## config.mk

```make
export PLATFORM = sky130hd
export DESIGN_NAME = act_seq_ctrl_flat
export DESIGN_NICKNAME = d
export VERILOG_FILES = /design/src/rtl/act_seq_pkg.sv /design/src/rtl/act_seq_if.sv /design/src/rtl/act_drain_detect.sv /design/src/rtl/act_seq_ctrl.sv /design/src/flat_wrapper.sv
export SDC_FILE = /design/constraint.sdc
export NUM_CORES = 1
export LEC_CHECK = 0
export ABC_AREA = 1
export BUFFER_PORTS_ARGS = -buffer_cell sky130_fd_sc_hd__buf_2
export CAP_MARGIN = 15
export CORE_ASPECT_RATIO = 0.5
export CORE_MARGIN = 4
export CORE_UTILIZATION = 30
export DETAILED_ROUTE_END_ITERATION = 8
export GPL_ROUTABILITY_DRIVEN = 0
export PLACE_DENSITY = 0.61
export SLEW_MARGIN = 20
export SYNTH_ARGS = -nofsm -noshare
export SYNTH_HDL_FRONTEND = slang
export SYNTH_HIERARCHICAL = 1
export SYNTH_SLANG_ARGS = --single-unit
```

## constraint.sdc

```tcl
create_clock -name clk -period 2.2 [get_ports clk]
set_clock_uncertainty 0.2 [all_clocks]
set_input_delay 0.11 -clock clk [delete_from_list [all_inputs] [get_ports clk]]
set_output_delay 0.11 -clock clk [all_outputs]
set_load 0.02 [all_outputs]
```

## src/rtl/act_seq_pkg.sv

```systemverilog
// Shared definitions for the activation sequencer: FSM state type,
// default widths and the tile-count helper.
package act_seq_pkg;

  localparam int DEF_NUM_ROWS = 32;
  localparam int DEF_ADDR_W   = 11;
  localparam int DEF_BATCH_W  = 6;
  localparam int TILE_CNT_W   = 8;
  localparam int ROW_IDX_W    = 5;

  typedef enum logic [1:0] {
    IDLE,
    ISSUE,
    DRAIN,
    DONE
  } seq_state_t;

  // Index of the final tile; a tile count of zero runs a single tile.
  function automatic logic [TILE_CNT_W-1:0] final_tile_idx(input logic [TILE_CNT_W-1:0] num_tiles);
    return (num_tiles == '0) ? '0 : num_tiles - 1'b1;
  endfunction

endpackage

```

## src/rtl/act_seq_if.sv

```systemverilog
// Layer-command handshake between the host and the activation sequencer.
// The master drives a command and holds it until cmd_ready is seen high.
interface act_seq_cmd_if
  import act_seq_pkg::*;
#(
  parameter int ADDR_W  = DEF_ADDR_W,
  parameter int BATCH_W = DEF_BATCH_W
);

  logic                  cmd_valid;
  logic                  cmd_ready;
  logic [ADDR_W-1:0]     cmd_addr_start;
  logic [ADDR_W-1:0]     cmd_stride;
  logic [ROW_IDX_W-1:0]  cmd_last_row;
  logic [BATCH_W-1:0]    cmd_batch;
  logic [TILE_CNT_W-1:0] cmd_num_tiles;

  modport master (
    output cmd_valid, cmd_addr_start, cmd_stride, cmd_last_row, cmd_batch, cmd_num_tiles,
    input  cmd_ready
  );

  modport slave (
    input  cmd_valid, cmd_addr_start, cmd_stride, cmd_last_row, cmd_batch, cmd_num_tiles,
    output cmd_ready
  );

endinterface

```

## src/rtl/act_drain_detect.sv

```systemverilog
// Detects the end of a tile drain: row 0 must have been seen high since
// DRAIN was entered, and the tile completes on the first low cycle after.
// Optional watchdog (ACT_SEQ_WATCHDOG_EN) fires after WDOG_LIMIT drain cycles.
module act_drain_detect
  import act_seq_pkg::*;
#(
  parameter int WDOG_LIMIT = 4096
) (
  input  logic clk,
  input  logic reset,
  input  logic active,
  input  logic row0_valid,
  output logic tile_done,
  output logic wdog_fire
);

  logic seen_high;

  // Remember that row 0 went high during the current drain; cleared outside DRAIN.
  always_ff @(posedge clk) begin
    if (reset || !active) begin
      seen_high <= 1'b0;
    end else if (row0_valid) begin
      seen_high <= 1'b1;
    end
  end

  assign tile_done = active && seen_high && !row0_valid;

`ifdef ACT_SEQ_WATCHDOG_EN
  localparam int CNT_W = $clog2(WDOG_LIMIT + 1);

  logic [CNT_W-1:0] drain_cnt;

  // Count cycles spent in DRAIN, saturating at the limit.
  always_ff @(posedge clk) begin
    if (reset || !active) begin
      drain_cnt <= '0;
    end else if (drain_cnt != CNT_W'(WDOG_LIMIT)) begin
      drain_cnt <= drain_cnt + 1'b1;
    end
  end

  assign wdog_fire = active && (drain_cnt == CNT_W'(WDOG_LIMIT));
`else
  logic unused_wdog_limit;
  assign unused_wdog_limit = (WDOG_LIMIT == 0);
  assign wdog_fire = 1'b0;
`endif

endmodule

```

## src/rtl/act_seq_ctrl.sv

```systemverilog
// Activation sequencer: accepts a layer command, issues one start pulse per
// tile to the activation bank with a strided address, waits for each tile to
// drain, then pulses done. abort (or the optional ACT_SEQ_WATCHDOG_EN
// watchdog) cancels the layer with an aborted pulse.
module act_seq_ctrl
  import act_seq_pkg::*;
#(
  parameter int NUM_ROWS   = DEF_NUM_ROWS,
  parameter int ADDR_W     = DEF_ADDR_W,
  parameter int BATCH_W    = DEF_BATCH_W,
  parameter int WDOG_LIMIT = 4096
) (
  input  logic                 clk,
  input  logic                 reset,
  act_seq_cmd_if.slave         cmd,
  input  logic                 abort,
  input  logic                 array_ready,
  input  logic [NUM_ROWS-1:0]  activation_in_valid,
  output logic                 start,
  output logic [ROW_IDX_W-1:0] last_row,
  output logic [ADDR_W-1:0]    addr_start,
  output logic [BATCH_W-1:0]   batch,
  output logic                 host_lock,
  output logic                 done,
  output logic                 aborted
);

  seq_state_t            state;
  seq_state_t            state_nxt;
  logic                  ready_en;
  logic                  accept;
  logic                  cancel;
  logic                  tile_advance;
  logic                  tile_done;
  logic                  wdog_fire;
  logic [TILE_CNT_W-1:0] tile_idx;
  logic [TILE_CNT_W-1:0] final_idx;
  logic [ADDR_W-1:0]     stride_q;
  logic                  unused_upper_rows;

  // Only row 0 paces the drain; the other rows are carried for the bank's benefit.
  assign unused_upper_rows = ^activation_in_valid;

  act_drain_detect #(
    .WDOG_LIMIT (WDOG_LIMIT)
  ) u_drain_detect (
    .clk        (clk),
    .reset      (reset),
    .active     (state == DRAIN),
    .row0_valid (activation_in_valid[0]),
    .tile_done  (tile_done),
    .wdog_fire  (wdog_fire)
  );

  assign cancel    = abort || wdog_fire;
  assign host_lock = (state != IDLE);

  // State register.
  always_ff @(posedge clk) begin
    if (reset) begin
      state <= IDLE;
    end else begin
      state <= state_nxt;
    end
  end

  // Hold cmd_ready low through reset and the cycle it deasserts.
  always_ff @(posedge clk) begin
    if (reset) begin
      ready_en <= 1'b0;
    end else begin
      ready_en <= 1'b1;
    end
  end

  // Next-state and pulse outputs; cancel overrides start, done and tile completion.
  always_comb begin
    state_nxt     = state;
    cmd.cmd_ready = 1'b0;
    accept        = 1'b0;
    tile_advance  = 1'b0;
    start         = 1'b0;
    done          = 1'b0;
    aborted       = 1'b0;
    case (state)
      IDLE: begin
        cmd.cmd_ready = ready_en;
        if (cmd.cmd_valid && ready_en) begin
          accept    = 1'b1;
          state_nxt = ISSUE;
        end
      end
      ISSUE: begin
        if (cancel) begin
          aborted   = 1'b1;
          state_nxt = IDLE;
        end else if (array_ready) begin
          start     = 1'b1;
          state_nxt = DRAIN;
        end
      end
      DRAIN: begin
        if (cancel) begin
          aborted   = 1'b1;
          state_nxt = IDLE;
        end else if (tile_done) begin
          tile_advance = 1'b1;
          state_nxt    = (tile_idx == final_idx) ? DONE : ISSUE;
        end
      end
      DONE: begin
        state_nxt = IDLE;
        if (cancel) begin
          aborted = 1'b1;
        end else begin
          done = 1'b1;
        end
      end
      default: begin
        state_nxt = IDLE;
      end
    endcase
  end

  // Latch the command and step the tile address by accumulating the stride,
  // which wraps naturally at the address width.
  always_ff @(posedge clk) begin
    if (reset) begin
      addr_start <= '0;
      stride_q   <= '0;
      last_row   <= '0;
      batch      <= '0;
      final_idx  <= '0;
      tile_idx   <= '0;
    end else if (accept) begin
      addr_start <= cmd.cmd_addr_start;
      stride_q   <= cmd.cmd_stride;
      last_row   <= cmd.cmd_last_row;
      batch      <= cmd.cmd_batch;
      final_idx  <= final_tile_idx(cmd.cmd_num_tiles);
      tile_idx   <= '0;
    end else if (tile_advance) begin
      addr_start <= addr_start + stride_q;
      tile_idx   <= tile_idx + 1'b1;
    end
  end

endmodule

```

## src/flat_wrapper.sv

```systemverilog
// flat-port wrapper written by rule: the top's interface ports become plain ports
module act_seq_ctrl_flat import act_seq_pkg::*;
#(
  parameter int NUM_ROWS   = DEF_NUM_ROWS,
  parameter int ADDR_W     = DEF_ADDR_W,
  parameter int BATCH_W    = DEF_BATCH_W,
  parameter int WDOG_LIMIT = 4096
)
  (clk, reset, abort, array_ready, activation_in_valid, start, last_row, addr_start, batch, host_lock, done, aborted, cmd_cmd_valid, cmd_cmd_addr_start, cmd_cmd_stride, cmd_cmd_last_row, cmd_cmd_batch, cmd_cmd_num_tiles, cmd_cmd_ready);
  act_seq_cmd_if #(.ADDR_W(ADDR_W), .BATCH_W(BATCH_W)) cmd_i ();
  input  logic clk;
  input  logic reset;
  input  logic abort;
  input  logic array_ready;
  input  logic [NUM_ROWS-1:0] activation_in_valid;
  output logic start;
  output logic [ROW_IDX_W-1:0] last_row;
  output logic [ADDR_W-1:0] addr_start;
  output logic [BATCH_W-1:0] batch;
  output logic host_lock;
  output logic done;
  output logic aborted;
  input wire logic [$bits(cmd_i.cmd_valid)-1:0] cmd_cmd_valid;
  input wire logic [$bits(cmd_i.cmd_addr_start)-1:0] cmd_cmd_addr_start;
  input wire logic [$bits(cmd_i.cmd_stride)-1:0] cmd_cmd_stride;
  input wire logic [$bits(cmd_i.cmd_last_row)-1:0] cmd_cmd_last_row;
  input wire logic [$bits(cmd_i.cmd_batch)-1:0] cmd_cmd_batch;
  input wire logic [$bits(cmd_i.cmd_num_tiles)-1:0] cmd_cmd_num_tiles;
  output wire logic [$bits(cmd_i.cmd_ready)-1:0] cmd_cmd_ready;
  assign cmd_i.cmd_valid = cmd_cmd_valid;
  assign cmd_i.cmd_addr_start = cmd_cmd_addr_start;
  assign cmd_i.cmd_stride = cmd_cmd_stride;
  assign cmd_i.cmd_last_row = cmd_cmd_last_row;
  assign cmd_i.cmd_batch = cmd_cmd_batch;
  assign cmd_i.cmd_num_tiles = cmd_cmd_num_tiles;
  assign cmd_cmd_ready = cmd_i.cmd_ready;
  act_seq_ctrl #(.NUM_ROWS(NUM_ROWS), .ADDR_W(ADDR_W), .BATCH_W(BATCH_W), .WDOG_LIMIT(WDOG_LIMIT)) u_core (.clk(clk), .reset(reset), .cmd(cmd_i), .abort(abort), .array_ready(array_ready), .activation_in_valid(activation_in_valid), .start(start), .last_row(last_row), .addr_start(addr_start), .batch(batch), .host_lock(host_lock), .done(done), .aborted(aborted));
endmodule
```

# Word-level counts from Yosys, hierarchy flattened
# Index checks and enable logic that the tools add are counted.
# totals
wordCells	56
register_bits	53
output_inout_bits	27
inputBits	78
# classes
muxes	24
n_eq_ne	7
n_addsub	3
reduce_logical	13
# ops
cell	count
2-to-1 mux 11 bit	2
2-to-1 mux 1 bit	14
2-to-1 mux 2 bit	6
adder 11 bit	1
adder 8 x 1 -> 8 bit, second input constant	1
equality test 8 bit	1
zero test 8 bit	1
2-to-1 mux 8 bit	1
one-hot mux 2 bit (4 select lines)	1
subtractor 8 x 1 -> 8 bit, second input constant	1
equality test 2 bit, second input constant	2
nonzero test 2 bit	2
logical AND 1 bit	3
!= test 3 x 2 -> 1 bit, second input constant	1
!= test 3 bit, second input constant	1
AND reduction 3 bit	1
OR reduction 3 bit	1
equality test 2 x 1 -> 1 bit, second input constant	1
zero test 1 bit	2
zero test 2 bit	1
!= test 2 x 1 -> 1 bit, second input constant	1
OR reduction 2 bit	1
logical OR 1 bit	1

# Longest topological paths before layout
# Gate-level depths: netlist of the first run.
# depth
word_depth	8
mapped_depth	12
mapped_depth_nobuf	12

# Modules after synthesis
# Netlist of the first run, hierarchy kept.
# modules_own_cells
mod	seq_area_each_um2	area_per_inst_um2	cells_per_inst	n_inst
act_seq_ctrl	1041.0	2896.5	376	1
act_drain_detect	20.0	53.8	9	1

# Least setup slack after synthesis of the first run
# No wires, ideal clock.
# synth_timing
path_type	register to register
startpoint	reg u_core.addr_start[0]
endpoint	reg u_core.addr_start[6]
required_time_ns	1.881
period_less_slack_ns	2.001
path_buffers	0
arrival_ns	1.681
setup_ns	0.119
stages_incl_launch_ff	12
setup_slack_ns	0.199
path_cell_list	dfxtp_1 ha_1 inv_1 fa_1 inv_1 nand3_1 nand3_1 inv_1 o21ai_0 nand2_1 nand3_1 a21oi_1
# synth_via
elab_chain_len	3
# synth_lines
element	line_no	rtl
start, declared	act_seq_ctrl.sv:21	output logic [ADDR_W-1:0] addr_start,
start signal, assigned	act_seq_ctrl.sv:136	addr_start <= cmd.cmd_addr_start;
start signal, assigned	act_seq_ctrl.sv:143	addr_start <= addr_start + stride_q;
adder 11 bit	act_seq_ctrl.sv:143	
2-to-1 mux 11 bit	act_seq_ctrl.sv:142	end else if (tile_advance) begin
2-to-1 mux 11 bit	act_seq_ctrl.sv:135	end else if (accept) begin
# Every way passes these cells. The select of a mux whose other input is x is not followed.
# A chain may end at the register's enable or synchronous reset.

# Worst setup path after layout of the first run
# Same ends and word-level chain as after synthesis.

==> flow_metrics.tcl, run 1 <==
set metrics [dict create \
    outcome "finished, final reports clean" \
    avgViaCountPerCell 4.40 \
    ys_seq_area_share_pct 36.0 \
    grt_max_degree 29 \
    setup-violations-final 0 \
    min_to "u_core/addr_start[10]" \
    multiInputGateArea_um2 1590 \
    path_max_fanout 4 \
    rr_startpoint "u_core/addr_start[0]" \
    cap_violations 0 \
    ir_drop_mv 0.301 \
    period_share_pct 91.7 \
    die_x_um 148 \
    critPathArrivalTime_ps 2000 \
    r2r_end "u_core/addr_start[6]" \
    clock-sinks 53 \
    fp-row-count 25 \
    core_area_um2 9510 \
    syn_nets 477 \
    cts.clk_slew.worst_paths_ps 70 \
    reg2reg_slack_ps 180 \
    netlist_area_um2 2950 \
    synth-seq-cells 53 \
    cts-root-buf "clkbuf_16" \
    ys_warn_count 6 \
    vias 2779 \
    finalHoldViolations 0 \
    rsz0062_at_grt "no" \
    grt_remaining_overflow 0 \
    avgSynthCellArea_um2 7.66 \
    h-tree-depth 2 \
    fillers 989 \
    crit_slowest_cell "dfxtp_1" \
    whs_path_depth 5 \
    p_sw_uw 578 \
    worst_r2r_path_depth 11 \
    antenna_found_initial 0 \
    dp_hpwl_um 5310 \
    drtIter0Drc 149 \
    layout_min_cycle_time_ps 2020 \
    p_seq_share_pct 46.5 \
    clockBufferDepth 2 \
    end_kind "register" \
    finalNetCount 589 \
    die_area_um2 11600 \
    start_util_pct 31.0 \
    drive_gt1_share_pct 24.7 \
    chipHeight_um 78.1 \
    dr.pass1.iters 4 \
    power_density_nw_per_um2 559 \
    first_global_vias 2607 \
    syn_inst 385 \
    finalNonFillerCells 632 \
    pwr-share-comb_pct 17.7 \
    drt_wl_total_um 7460 \
    synth.distinct_cells 36 \
    switching_share_pct 26.2 \
    startpoint_type "register" \
    syn_to_final_growth_pct 34.0 \
    numPortBuffers 73 \
    setup_tns_ps 0 \
    wl_per_cell_um 11.8 \
    gr-usage-all-layers_pct 12.9 \
    clkPwrFrac_pct 35.7 \
    placed_cells_incl_taps 586 \
    seq_area_um2 1060 \
    cts_tree "yes" \
    hold_class "input port to register" \
    path_cells "ha_1, inv_1, fa_1, inv_1, nand3_1, nand3_1, inv_1, o21ai_0, nand2_1, nand3_1, a21oi_1" \
    crit_path_max_incr_delay_ps 360 \
    n_antenna_cell 0 \
    internal_power_mw 1.63 \
    clk_latency_ps 290 \
    leakage_nw 1.93 \
    min_from "cmd_cmd_addr_start[10]" \
    numCtsBuffers 5 \
    drv_slew 0 \
    critPathRequiredTime_ps 2180 \
    postRouteAntennaNets 0 \
    drc_errors 0 \
    critPathKind "register to register" \
    fmax_mhz 495 \
    grt_first_pass_wirelength_um 12200 \
    ios 105 \
]
Yosys cell counts:
master,n,area [um2]
nor2_2,1,6.26
xnor2_1,4,35.0
nor3_2,2,20.0
a22o_1,2,17.5
buf_8,2,30.0
a22o_2,19,190
buf_2,2,10.0
nand3_1,23,115
buf_4,1,7.51
nand4_1,3,18.8
inv_6,1,8.76
o22ai_1,5,31.3
a211o_1,1,8.76
nand2_2,1,6.26
a31oi_1,2,12.5
nand2_4,2,22.5
nand2_1,83,312
nor4_1,2,12.5
buf_6,4,45.0
o21ai_2,4,35.0
fa_1,1,20.0
nor2_1,38,143
nor3b_1,2,15.0
inv_1,48,180
xor2_1,8,70.1
nor3_1,5,25.0
inv_2,3,11.3
nor2_8,4,80.1
ha_1,13,163
a21oi_1,25,125
or2_2,4,25.0
o21ai_0,14,70.1
inv_4,1,6.26
dfxtp_1,53,1060
conb_1,1,3.75
nand3b_1,1,7.51
how the worst max path moves through the flow:
stage	to	cells past startpoint	slack [ps]	startpoint
floorplan	u_core/addr_start[6]	11	200	u_core/addr_start[0]
global placement	u_core/addr_start[8]	11	220	u_core/addr_start[0]
detailed placement	u_core/addr_start[8]	11	230	u_core/addr_start[0]
CTS	u_core/addr_start[8]	11	200	u_core/addr_start[0]
global route	u_core/addr_start[8]	12	5	u_core/addr_start[0]
finish	u_core/addr_start[6]	11	180	u_core/addr_start[0]
cells by family after synthesis:
logic type	count (synthesis)	share of synthesized area [%]
flip-flops	53	36.0
adder cells (fa/ha/maj)	14	6.19
other	1	0.127
XOR/XNOR	12	3.56
AND/OR/NAND/NOR	171	27.4
buffers and inverters	62	10.1
AO/OA/AOI/OAI	72	16.6
critical path, delay by kind of cell (launching register included):
family	cells	cell delay, ps
adders and majority gates	2	580
and+or+nand+nor	4	350
buffers and inverters	3	210
AOI/OAI and AO/OA	2	220
DFF	1	360
timing repair:
| action | in CTS | in global routing |
|---|---|---|
| endpoints found under the hold margin | 39 | 0 |
| resized for setup | 0 | 0 |
| hold buffers | 39 | 0 |
| buffers inserted | 0 | 0 |
metrics by stage:
step / total power [mW] / hold WS (ps) / utilization, % / instance area (um2) / setup WS (ps)
after floorplan: 1.28 / 17.9 / - / 2950 / 199
after global placement: 1.39 / 125 / 36.0 / 3420 / 223
after detailed placement: 1.39 / 124 / 36.0 / 3420 / 230
after CTS: 2.23 / 9.69 / 41.6 / 3950 / 198
after global routing: 2.32 / 27.2 / 41.6 / 3950 / 4.86
final: 2.21 / 7.19 / 41.6 / 3950 / 182
sequential cells by signal, indices dropped and copies added (netlist names):
signal / cells
u_core/addr_start: 11
u_core/batch: 6
u_core/final_idx: 8
u_core/last_row: 5
u_core/ready_en: 1
u_core/state: 2
u_core/stride_q: 11
u_core/tile_idx: 8
u_core/u_drain_detect/seen_high: 1
cells in the final DEF (no fill, tap or decap), types with 4 or more instances in the layout:
cell type      Yosys  layout
xnor2_1            4       4
nor3_1             5       5
nand3_1           23      23
o22ai_1            5       5
o21ai_0           14      14
buf_2              2      73
inv_1             48      48
nand2_1           83      83
a22o_2            19      19
dfxtp_1           53      53
clkbuf_16          0       5
nor2_1            38      38
o21ai_2            4       4
nor2_8             4       4
ha_1              13      13
or2_2              4       4
xor2_1             8       8
a21oi_1           25      25
dlygate4sd3_1      0      39
layout make-up:
class	count	area share [%]
clock buffers	7	3.61
inverters	53	5.22
multi-input cells	270	40.2
flip-flops and latches	53	26.8
well taps	135	4.27
repair buffers	114	19.8
layer usage:
metal  track usage, %  vias to the layer above  wire [um]
li1                 -                     1487          -
met1             16.9                     1249       3640
met2             21.6                       36       3450
met3             2.77                        7        288
met4             3.32                        0         81
met5                0                        -          0
power groups by stage:
stage | registers, mW | clock network, mW | logic (mW)
CTS | 1.03 | 0.805 | 0.395
global placement | 1.05 | 0 | 0.336
floorplan | 1.07 | 0 | 0.211
detailed placement | 1.05 | 0 | 0.339
finish | 1.03 | 0.790 | 0.392
global route | 1.03 | 0.844 | 0.440
No activity file was read; power rests on OpenSTA's default activity.
==> inputs of run 2 (changes only) <==
--- a/config.mk
+++ b/config.mk
@@ -12,6 +12,6 @@
 export CORE_MARGIN = 4
-export CORE_UTILIZATION = 30
+export CORE_UTILIZATION = 46
 export DETAILED_ROUTE_END_ITERATION = 8
 export GPL_ROUTABILITY_DRIVEN = 0
-export PLACE_DENSITY = 0.61
+export PLACE_DENSITY = 0.83
 export SLEW_MARGIN = 20
--- a/constraint.sdc
+++ b/constraint.sdc
@@ -4,2 +4,2 @@
 set_output_delay 0.11 -clock clk [all_outputs]
-set_load 0.02 [all_outputs]
+set_load 0.005 [all_outputs]
==> run 2 against run 1 <==
- sequential share of layout area increased by 0.44 points
- register-to-register slack about the same
- sequential power is essentially flat
- non-clock buffer count is 3 lower
- clock power rose by 14%
- worst setup slack better by 1.8 ps
- die area is 32% lower
- count of clock-buffer cells in the layout fell by 1
- sequential cell count unchanged
- first-iteration DRC count up 21%
- worst hold slack got worse by 5.1 ps
- routed wire length down 0.50%
==> flow_metrics.tcl, run 2 (synthesized netlist as in run 1, its figures left out) <==
set metrics [dict create \
    critPathRequiredTime_ps 2170 \
    finalNetCount 586 \
    numPortBuffers 73 \
    fin_worst_hold_slack_ps 2.11 \
    crit_path_max_incr_delay_ps 380 \
    p_sw_uw 570 \
    layout_min_cycle_time_ps 2020 \
    fmax_mhz 496 \
    critPathKind "register to register" \
    avgViaCountPerCell 4.95 \
    power_density_nw_per_um2 589 \
    syn_to_final_growth_pct 31.8 \
    cts.clk_slew.worst_paths_ps 70 \
    ios 105 \
    dp_hpwl_um 4860 \
    grt_max_degree 29 \
    grt_first_pass_wirelength_um 12600 \
    die_x_um 121 \
    final_cell_mix "83 x nand2_1, 73 x buf_2, 53 x dfxtp_1" \
    gr-usage-all-layers_pct 19.6 \
    final_common_cell "nand2_1" \
    clk_latency_ps 290 \
    wl_per_cell_um 12.7 \
    dr.pass1.iters 4 \
    clock-sinks 53 \
    critPathArrivalTime_ps 1980 \
    numCtsBuffers 5 \
    fin_ws_ps 183 \
    clkPwrFrac_pct 39.2 \
    drt_wl_total_um 7420 \
    finalHoldViolations 0 \
    path_max_fanout 5 \
    grt_remaining_overflow 0 \
    met1_usage_pct 23.3 \
    min_from "cmd_cmd_addr_start[8]" \
    place_ws_ps 140 \
    period_share_pct 91.7 \
    die_area_um2 7840 \
    top_usage_layer "met2" \
    antenna_found_initial 0 \
    pwr-share-comb_pct 15.8 \
    hold_class "input port to register" \
    switching_share_pct 24.9 \
    vias 2887 \
    rr_startpoint "u_core/addr_start[0]" \
    first_global_vias 2860 \
    h-tree-depth 2 \
    fp-row-count 20 \
    use_met2_pct 36.1 \
    end_kind "register" \
    cts-root-buf "clkbuf_16" \
    chipHeight_um 64.6 \
    start_util_pct 48.1 \
    core_area_um2 6130 \
    whs_path_depth 5 \
    crit_top_cell "nand3_1" \
    drv_slew 0 \
    reg_top3 "u_core/addr_start x11, u_core/stride_q x11" \
    cts_tree "yes" \
    cap_violations 0 \
    drtIter0Drc 180 \
    startpoint_type "register" \
    setup_tns_ps 0 \
    clockBufferDepth 2 \
    worst_r2r_path_depth 11 \
    startpoint "u_core/addr_start[0]" \
    outcome "finished, final reports clean" \
    leakage_nw 1.92 \
    globalRouteMet3Util_pct 4.18 \
    internal_power_mw 1.72 \
    crit_slowest_cell "dfxtp_1" \
    post_cts_buffers 0 \
    n_antenna_cell 0 \
    rsz0062_at_grt "no" \
    p_seq_share_pct 44.9 \
    reg2reg_slack_ps 180 \
    postRouteAntennaNets 0 \
    r2r_end "u_core/addr_start[8]" \
    min_to "u_core/addr_start[8]" \
    utilization_pct 63.4 \
    ir_drop_mv 0.323 \
    setup-violations-final 0 \
    drc_errors 0 \
    path_cells "ha_2, inv_1, fa_1, inv_2, nand3_1, nand3_2, nand2_1, nand3_1, nand3_1, nand2_1, a21oi_1" \
    drive_gt1_share_pct 25.3 \
]
==> run 2: per-stage QoR <==
step | instances | instance area (um2) | total power [mW]
4_1_cts | 583 | 3880 | 2.28
3_5_place_dp | 537 | 3330 | 1.35
2_1_floorplan | 385 | 2950 | 1.25
5_1_grt | 583 | 3890 | 2.39
6_report | 583 | 3890 | 2.29
3_3_place_gp | 537 | 3330 | 1.35
==> run 2: worst max path at each step <==
stage / slack, ps / end / cells after the start
floorplan: 330 / u_core/addr_start[6] / 11
global placement: 210 / u_core/addr_start[8] / 11
detailed placement: 140 / u_core/addr_start[6] / 11
CTS: 100 / u_core/addr_start[8] / 11
global route: 40 / u_core/addr_start[6] / 11
finish: 180 / u_core/addr_start[8] / 11
==> run 2: final cells by class <==
cell class,instances,area (um2)
Fill cell,499,2240
Multi-Input combinational cell,270,1600
Sequential cell,53,1060
Timing Repair Buffer,111,746
Inverter,53,206
Clock buffer,6,129
Tap cell,88,110
Clock inverter,2,38.8
==> run 2: worst max-delay path, delay by kind of cell (launching register included) <==
family / cells / cell delay [ps]
AOI/OAI and AO/OA: 1 / 50
adders and majority gates: 2 / 590
buffers and inverters: 2 / 160
DFF: 1 / 380
and+or+nand+nor: 6 / 510
==> run 2: layer usage <==
metal / routed length (um) / vias to the layer above / share of wire (%)
met2: 3700 / 77 / 50
met5: 0 / - / 0
met3: 352 / 15 / 4.7
met4: 99 / 0 / 1.3
met1: 3270 / 1317 / 44
li1: - / 1478 / -
==> run 2: power groups by stage <==
stage / clock network (mW) / registers, mW / logic [mW]
after floorplan: 0 / 1.05 / 0.207
final: 0.898 / 1.03 / 0.363
after CTS: 0.899 / 1.03 / 0.356
after detailed placement: 0 / 1.05 / 0.303
after global routing: 0.948 / 1.03 / 0.405
after global placement: 0 / 1.05 / 0.298
==> run 2: timing repair <==
item                                    4_1_cts  5_1_grt
endpoints found under the setup margin        0        2
gates resized for setup                       0        3
hold buffers                                 38        0
hold endpoints to repair                     38        0
==> inputs of run 3 (changes only) <==
- ABC_AREA: 1 -> default
==> run 3 against run 2 <==
- worst hold slack better by 6.2 ps
- count of clock-buffer cells in the layout is 1 higher
- design area is 2.7% higher
- worst setup slack worse by 180 ps
- synthesized area is 4.7% lower
- die area is 4.2% lower
- critical path depth is 2 lower
- sequential cell count stayed put
- critical path type unchanged
- largest cell class unchanged
- largest power group unchanged
==> flow_metrics.tcl, run 3 <==
set metrics [dict create \
    critPathArrivalTime_ps 2190 \
    vias 2996 \
    cts_tree "yes" \
    avgSynthCellArea_um2 7.97 \
    gr-usage-all-layers_pct 21.3 \
    p_seq_share_pct 47.4 \
    dr.pass1.iters 5 \
    fmax_mhz 456 \
    clock-sinks 53 \
    numCtsBuffers 5 \
    avgViaCountPerCell 5.39 \
    rsz0062_at_grt "yes" \
    yosysTopAreaCell "dfxtp_1" \
    syn_to_final_growth_pct 42.0 \
    syn_nets 445 \
    min_from "cmd_cmd_addr_start[8]" \
    first_global_vias 2986 \
    pwr-share-comb_pct 17.6 \
    final_cell_mix "75 x nand2_1, 72 x buf_2, 50 x dfxtp_1" \
    clockBufferDepth 2 \
    drc_errors 0 \
    drv_slew 0 \
    fp-row-count 19 \
    cts.clk_slew.worst_paths_ps 60 \
    ios 105 \
    place_ws_ps -66.2 \
    grt_first_pass_wirelength_um 13400 \
    die_x_um 119 \
    n_antenna_cell 0 \
    die_area_um2 7510 \
    worst_r2r_path_depth 9 \
    reg_top3 "u_core/addr_start x11, u_core/stride_q x11" \
    final_common_cell "nand2_1" \
    power_density_nw_per_um2 547 \
    outcome "finished, final reports clean" \
    ir_drop_mv 0.347 \
    yosysMostFrequentCell "nand2_1" \
    ys.flop_type "dfxtp_1" \
    chipHeight_um 63.3 \
    cts-root-buf "clkbuf_16" \
    synth-seq-cells 53 \
    drtIter0Drc 244 \
    postRouteAntennaNets 0 \
    numPortBuffers 73 \
    wl_met3_um 295 \
    ys_warn_count 6 \
    start_util_pct 49.3 \
    finalNetCount 575 \
    period_share_pct 99.7 \
    reg2reg_slack_ps 6 \
    drt_wl_total_um 8240 \
    synth.distinct_cells 51 \
    critPathRequiredTime_ps 2200 \
    ys_seq_area_share_pct 37.7 \
    switching_share_pct 24.6 \
    min_to "u_core/addr_start[8]" \
    internal_power_mw 1.65 \
    synth_top_cell_area_share_pct 37.7 \
    ys_top_cells_by_area "dfxtp_1 38%, nand2_1 10%, a21oi_1 6.0%, ha_1 5.8%, xnor2_1 4.7%" \
    cap_violations 0 \
    wl_met2_um 4150 \
    antenna_found_initial 0 \
    total_power_mw 2.19 \
    end_kind "register" \
    met1_length_um 3480 \
    hold_class "input port to register" \
    clk_latency_ps 280 \
    clkPwrFrac_pct 35.0 \
    finalHoldViolations 0 \
    wl_per_cell_um 14.8 \
    leakage_nw 1.71 \
    grt_remaining_overflow 0 \
    fin_ws_ps 6.46 \
    highest_layer "met4" \
    syn_inst 353 \
    postSynth.asyncResetShare_pct 0 \
    dp_hpwl_um 5110 \
    synth_top_cells_by_count "75 x nand2_1, 53 x dfxtp_1, 34 x a21oi_1, 24 x nor2_1, 16 x o21ai_0" \
    place_area_um2 3370 \
    layout_min_cycle_time_ps 2190 \
    p_sw_uw 538 \
    finalInstanceArea_um2 4000 \
    r2r_end "u_core/addr_start[4]" \
    rr_startpoint "u_core/stride_q[0]" \
    netlist_area_um2 2810 \
    path_max_fanout 2 \
    synth_edf_count 0 \
    h-tree-depth 2 \
    core_area_um2 5710 \
    grt_max_degree 23 \
    setup-violations-final 0 \
    drive_gt1_share_pct 25.3 \
    critPathKind "register to register" \
    whs_path_depth 3 \
    startpoint_type "register" \
]
## run 3: layer usage
metal,global-route usage (%),vias to the layer above
li1,-,1488
met1,24.9,1393
met2,39.2,84
met3,2.77,31
met4,9.52,0
met5,0,-
## run 3: worst max-delay path, cell delays in order (launching register included)
cell and delay, ps:
dfxtp_2 360, ha_4 140, inv_2 30, fa_2 340
nor2b_2 140, buf_4 120, o21ai_0 110, a211oi_1 330
nor2b_1 80, a311oi_1 250
## run 3: repair_timing
| item | in CTS | in global routing |
|---|---|---|
| resized for setup | 8 | 7 |
| hold endpoints to repair | 42 | 0 |
| setup endpoints to repair | 3 | 11 |
| cloned | 0 | 0 |
| pin swaps | 3 | 5 |
| buffers inserted | 0 | 2 |
| hold buffers | 42 | 0 |
## run 3: final cells by class
| class | count | area, um2 |
|---|---|---|
| flip-flops and latches | 53 | 1060 |
| multi-input cells | 274 | 1690 |
| repair buffers | 139 | 968 |
| clock buffers | 7 | 143 |
| inverters | 10 | 37.5 |
| well taps | 73 | 91.3 |
| fillers | 396 | 1710 |
## run 3: power by group through the flow
stage               sequential, mW  combinational, mW  clock, mW
finish                        1.04              0.384      0.765
global route                  1.04              0.420      0.815
CTS                           1.04              0.367      0.775
detailed placement            1.06              0.301          0
global placement              1.05              0.294          0
floorplan                     1.05              0.171          0
## run 3: logic make-up after synthesis
kind of cell             Yosys count  synth area share (%)
other                              1                 0.133
flip-flops                        53                  37.7
multiplexers                       2                 0.756
XOR/XNOR                          23                  7.16
AND/OR/NAND/NOR                  156                  26.6
AO/OA/AOI/OAI                     78                  16.9
adder cells (fa/ha/maj)           14                  6.49
buffers and inverters             26                  4.14
## run 3: worst max-delay path by stage
stage                    startpoint              endpoint  slack, ps  cells past startpoint
2_1_floorplan  u_core/addr_start[0]  u_core/addr_start[8]         10                      8
3_3_place_gp   u_core/addr_start[0]  u_core/addr_start[8]          2                      8
3_5_place_dp     u_core/stride_q[0]  u_core/addr_start[8]        -70                      8
4_1_cts        u_core/addr_start[0]  u_core/addr_start[8]         20                      8
5_1_grt          u_core/stride_q[0]  u_core/addr_start[4]        -80                      9
6_report         u_core/stride_q[0]  u_core/addr_start[4]          6                      9
## run 3: stage by stage
step / setup TNS (ps) / util [%] / instances / hold WS, ps
global route: -139 / 70.0 / 556 / 26.2
detailed placement: -67.5 / 59.0 / 506 / 157
CTS: 0 / 69.4 / 555 / 8.96
finish: 0 / 70.0 / 556 / 8.28
floorplan: 0 / - / 353 / -20.5
global placement: 0 / 59.0 / 506 / 150
